<file path="config.mk">
export PLATFORM = sky130hd
export DESIGN_NAME = alu_exec_stage
export DESIGN_NICKNAME = d
export VERILOG_FILES = /design/src/rtl/alu_exec_stage.sv
export SDC_FILE = /design/constraint.sdc
export NUM_CORES = 1
export LEC_CHECK = 0
export BUFFER_PORTS_ARGS = -buffer_cell sky130_fd_sc_hd__buf_2
export CORE_ASPECT_RATIO = 2
export CORE_MARGIN = 5
export CORE_UTILIZATION = 25
export CTS_CLUSTER_SIZE = 14
export DETAILED_ROUTE_END_ITERATION = 10
export PLACE_DENSITY = 0.46
export REMOVE_ABC_BUFFERS = 1
export SYNTH_ARGS = -nofsm -noshare
export SYNTH_HDL_FRONTEND = slang
export SYNTH_SLANG_ARGS = --single-unit
export TNS_END_PERCENT = 30
</file>
<file path="constraint.sdc">
create_clock -name clk -period 11.61 [get_ports clk]
set_clock_uncertainty 0.1 [all_clocks]
set_input_delay 1.161 -clock clk [delete_from_list [all_inputs] [get_ports clk]]
set_output_delay 1.161 -clock clk [all_outputs]
set_load 0.05 [all_outputs]
</file>
<file path="src/rtl/alu_exec_stage.sv">
// Execute-stage ALU with start/busy/done handshake and registered result/flags.
// Define ALU_BARREL_SHIFT_EN for single-cycle shifts; otherwise shifts iterate one bit per cycle.
module alu_exec_stage (
   input  logic        clk,
   input  logic        reset,
   input  logic        start,
   input  logic [3:0]  ALUOperation,
   input  logic [31:0] A,
   input  logic [31:0] B,
   input  logic [4:0]  shamt,
   output logic        busy,
   output logic        done,
   output logic [31:0] ALUResult,
   output logic        Zero,
   output logic        Invalid
);

   typedef enum logic {IDLE, SHIFT} state_t;

   state_t      state, state_nxt;
   logic [31:0] sreg, sreg_step, comb_res;
   logic [4:0]  cnt;
   logic        dir;
   logic        is_shift, is_valid, accept, go_shift, shift_last;

   always_comb begin
      is_shift = (ALUOperation[3:1] == 3'b011);
      is_valid = ~ALUOperation[3];
      comb_res = 32'h0;
      case (ALUOperation)
         4'b0000: comb_res = A & B;
         4'b0001: comb_res = A | B;
         4'b0010: comb_res = ~(A | B);
         4'b0011: comb_res = A + B;
         4'b0100: comb_res = A - B;
         4'b0101: comb_res = {B[15:0], 16'h0000};
`ifdef ALU_BARREL_SHIFT_EN
         4'b0110: comb_res = B << shamt;
         4'b0111: comb_res = B >> shamt;
`else
         // Only reached here with shamt==0; nonzero amounts go through SHIFT.
         4'b0110: comb_res = B;
         4'b0111: comb_res = B;
`endif
         default: comb_res = 32'h0;
      endcase
   end

   assign accept     = start && (state == IDLE);
`ifdef ALU_BARREL_SHIFT_EN
   assign go_shift   = 1'b0;
`else
   assign go_shift   = accept && is_shift && (shamt != 5'd0);
`endif
   assign shift_last = (state == SHIFT) && (cnt == 5'd1);
   assign sreg_step  = dir ? (sreg >> 1) : (sreg << 1);

   always_ff @(posedge clk) begin
      if (reset) state <= IDLE;
      else       state <= state_nxt;
   end

   always_comb begin
      state_nxt = state;
      case (state)
         IDLE:    if (go_shift)   state_nxt = SHIFT;
         SHIFT:   if (shift_last) state_nxt = IDLE;
         default: state_nxt = IDLE;
      endcase
   end

   always_comb begin
      busy = (state == SHIFT);
   end

   // Result and flags move only on completion edges or reset.
   always_ff @(posedge clk) begin
      if (reset) begin
         sreg      <= 32'h0;
         cnt       <= 5'd0;
         dir       <= 1'b0;
         done      <= 1'b0;
         ALUResult <= 32'h0;
         Zero      <= 1'b1;
         Invalid   <= 1'b0;
      end else begin
         done <= 1'b0;
         if (go_shift) begin
            sreg <= B;
            cnt  <= shamt;
            dir  <= ALUOperation[0];
         end else if (accept) begin
            ALUResult <= comb_res;
            Zero      <= (comb_res == 32'h0);
            Invalid   <= ~is_valid;
            done      <= 1'b1;
         end else if (state == SHIFT) begin
            sreg <= sreg_step;
            cnt  <= cnt - 5'd1;
            if (shift_last) begin
               ALUResult <= sreg_step;
               Zero      <= (sreg_step == 32'h0);
               Invalid   <= 1'b0;
               done      <= 1'b1;
            end
         end
      end
   end

endmodule
</file>
==> results.json <==
{
  "ant_nets": 0,
  "synthCells": 1038,
  "r2r_start": "busy",
  "synth-seq-cells": 74,
  "min_to": "sreg[0]",
  "period_needed_ns": 6.18,
  "numPlacedInstances": 1445,
  "drt_iter0_drc": 690,
  "drv_cap": 0,
  "ys_types": 81,
  "finalCritPeriodShare_pct": 53.2,
  "critPathMaxFanout": 29,
  "setup_viol": 0,
  "die_h_um": 258,
  "crit_arrival_ns": 6.36,
  "r2r_cells": 14,
  "gr-total-overflow": 0,
  "root_buffer": "clkbuf_16",
  "ff2ff_setup_slack_ns": 7.25,
  "wire_per_inst_um": 25.1,
  "layout.cells.non_filler": 1460,
  "fin_tns_setup_ns": 0,
  "start_kind": "input port",
  "fillers": 3268,
  "worst_pin_slew_ns": 1.04,
  "final_common_cell": "buf_2",
  "gr-usage-all-layers_pct": 20.6,
  "start_util_pct": 25.3,
  "grt_first_pass_wirelength_um": 54100,
  "antenna_found_initial": 0,
  "grt_max_degree": 59,
  "port_buffers": 111,
  "ir_drop_uv": 86.3,
  "num_vias": 8675,
  "antenna_cells": 0,
  "synth_edf_count": 0,
  "cts_max_level": 3,
  "min_path_type": "reg -> reg",
  "run_status": "completed",
  "clk_path_buf_depth": 2,
  "cts-buffers-inserted": 9,
  "core_sq_um": 30300,
  "yosys_most_used_dff": "dfxtp_1",
  "yosysSeqAreaShare_pct": 19.3,
  "finalNetCount": 1201,
  "mostFrequentLayoutCells": "buf_2 (111), a21oi_1 (92), nor2_1 (87), o21ai_0 (80), nand2_1 (75)",
  "vias_per_cell": 5.94,
  "powerDensity_nw_per_um2": 110,
  "finalPower_uw": 965,
  "cp.required_ns": 11.79,
  "grt_pass1_vias": 8608,
  "hold_path_depth": 2,
  "leakagePower_nw": 3.43,
  "firstDrtPassIters": 6,
  "netlist_area_sq_um": 7670,
  "critPathKind": "in -> reg",
  "rsz0062_at_grt": "no",
  "setup_slack_ns": 5.43,
  "post_cts_buffers": 0,
  "cp-end-kind": "register",
  "clock_latency_ns": 0.36,
  "regToRegEndpoint": "Zero",
  "routed_wl_um": 36700,
  "area_growth_syn_to_layout_pct": 14.8,
  "avgSynthCellArea_sq_um": 7.39,
  "fp.dieW_um": 134,
  "worstHoldStart": "sreg[0]",
  "gp_congestion": 0.959,
  "dp_slack_ns": 5.20,
  "pin_count": 112,
  "finalMaxSlewViolations": 0,
  "cts.reportedPaths.clkPinSlew_ns": 0.06,
  "clkSinkCount": 74,
  "synthArstFlopShare_pct": 0,
  "cts_resized": 0,
  "fmax_mhz": 162,
  "hpwl_um": 28700,
  "cts_tree": "built",
  "layout-drive-gt1-share_pct": 16.2,
  "relSlewSlack_pct": 30.9,
  "route.detailed.drc": 0,
  "yosysWarnings": 0,
  "ctsHoldBuffers": 0,
  "num_rows": 90,
  "dieArea_sq_um": 34500,
  "finalHoldViolCount": 0
}
-- metal layers --
| layer | routed length (um) | share of wire (%) | vias up | GRT usage (%) |
|---|---|---|---|---|
| met5 | 0 | 0 | - | 0 |
| met4 | 2860 | 7.8 | 0 | 14.8 |
| met3 | 1530 | 4.2 | 115 | 2.22 |
| met2 | 19000 | 52 | 342 | 37.5 |
| met1 | 13300 | 36 | 4194 | 21.5 |
| li1 | - | - | 4024 | - |
-- how the worst max path moves through the flow --
stage                         start  endpoint  slack [ns]  cells past startpoint
global placement    ALUOperation[2]      Zero        5.18                     16
finish              ALUOperation[2]      Zero        5.43                     16
detailed placement  ALUOperation[2]      Zero        5.20                     16
CTS                 ALUOperation[2]      Zero        5.55                     16
global route        ALUOperation[2]      Zero        5.25                     16
floorplan                      busy      Zero        5.58                     11
-- cells by family (layout without fill, tap and decap cells) --
group | after synthesis | after routing | synth area share (%)
flops | 74 | 74 | 19.3
compound gates | 384 | 384 | 35.1
simple gates | 332 | 332 | 21.7
xor+xnor | 49 | 49 | 5.60
buf+inv | 118 | 172 | 6.28
fa+ha+maj | 49 | 49 | 7.70
mux | 32 | 32 | 4.21
-- report_power, final --
group	switching [mW]	total, mW	internal [mW]	leakage [nW]
Sequential	0.0113	0.280	0.268	0.606
Combinational	0.255	0.377	0.122	2.67
Clock	0.115	0.309	0.193	0.152
-- registers in the layout (all words and copies together), names as in the netlist --
| name | flops |
|---|---|
| ALUResult | 32 |
| Invalid | 1 |
| Zero | 1 |
| busy | 1 |
| cnt | 5 |
| dir | 1 |
| done | 1 |
| sreg | 32 |
-- synth_stat cells, drive strengths merged, types with 13 or more instances --
cell type,instances,area share [%]
a21o,20,2.0
or3,14,1.2
nor2,89,4.4
nand4,20,1.6
ha,36,5.9
xnor2,21,2.4
a211oi,17,1.7
mux2i,30,3.9
o211ai,13,1.4
xor2,28,3.2
o31ai,14,1.4
o21ai,80,5.2
buf,27,1.8
nand3,14,0.91
clkbuf,63,3.1
a22o,13,1.5
dfxtp,74,19
a221oi,47,5.6
nand2,75,3.7
nor3,29,2.0
a21oi,94,6.1
nor2b,37,3.0
inv,27,1.3
-- metrics by stage --
| step | hold slack, ns | util [%] | area, sq um |
|---|---|---|---|
| after floorplan | 0.327 | - | 7290 |
| after global placement | 0.340 | 28.0 | 8480 |
| after detailed placement | 0.345 | 28.0 | 8480 |
| after CTS | 0.355 | 29.0 | 8800 |
| after global routing | 0.371 | 29.0 | 8800 |
| final | 0.353 | 29.0 | 8800 |
-- worst max-delay path, stage by stage --
cell and delay, ns:
buf_2 0.43, or4b_2 1.00, nand2_1 0.26, xor2_1 0.09
ha_1 0.43, and3_1 0.27, nand4_1 0.11, a21oi_1 0.32
nor2_1 0.14, o31ai_1 0.59, nand2_1 0.12, a211oi_1 0.52
nand4_1 0.22, nor4_1 0.32, nand4_1 0.17, o211ai_2 0.17
-- final cells by class --
cell class	count	area (sq um)	share of cell area [%]
sequential	74	1480	16.9
timing repair buffer	129	691	7.85
tap	368	460	5.23
clock inverter	4	76.3	0.867
inverter	28	105	1.19
multi-input combinational	846	5740	65.2
clock buffer	11	243	2.76
Power figures use the tool's default switching activity.
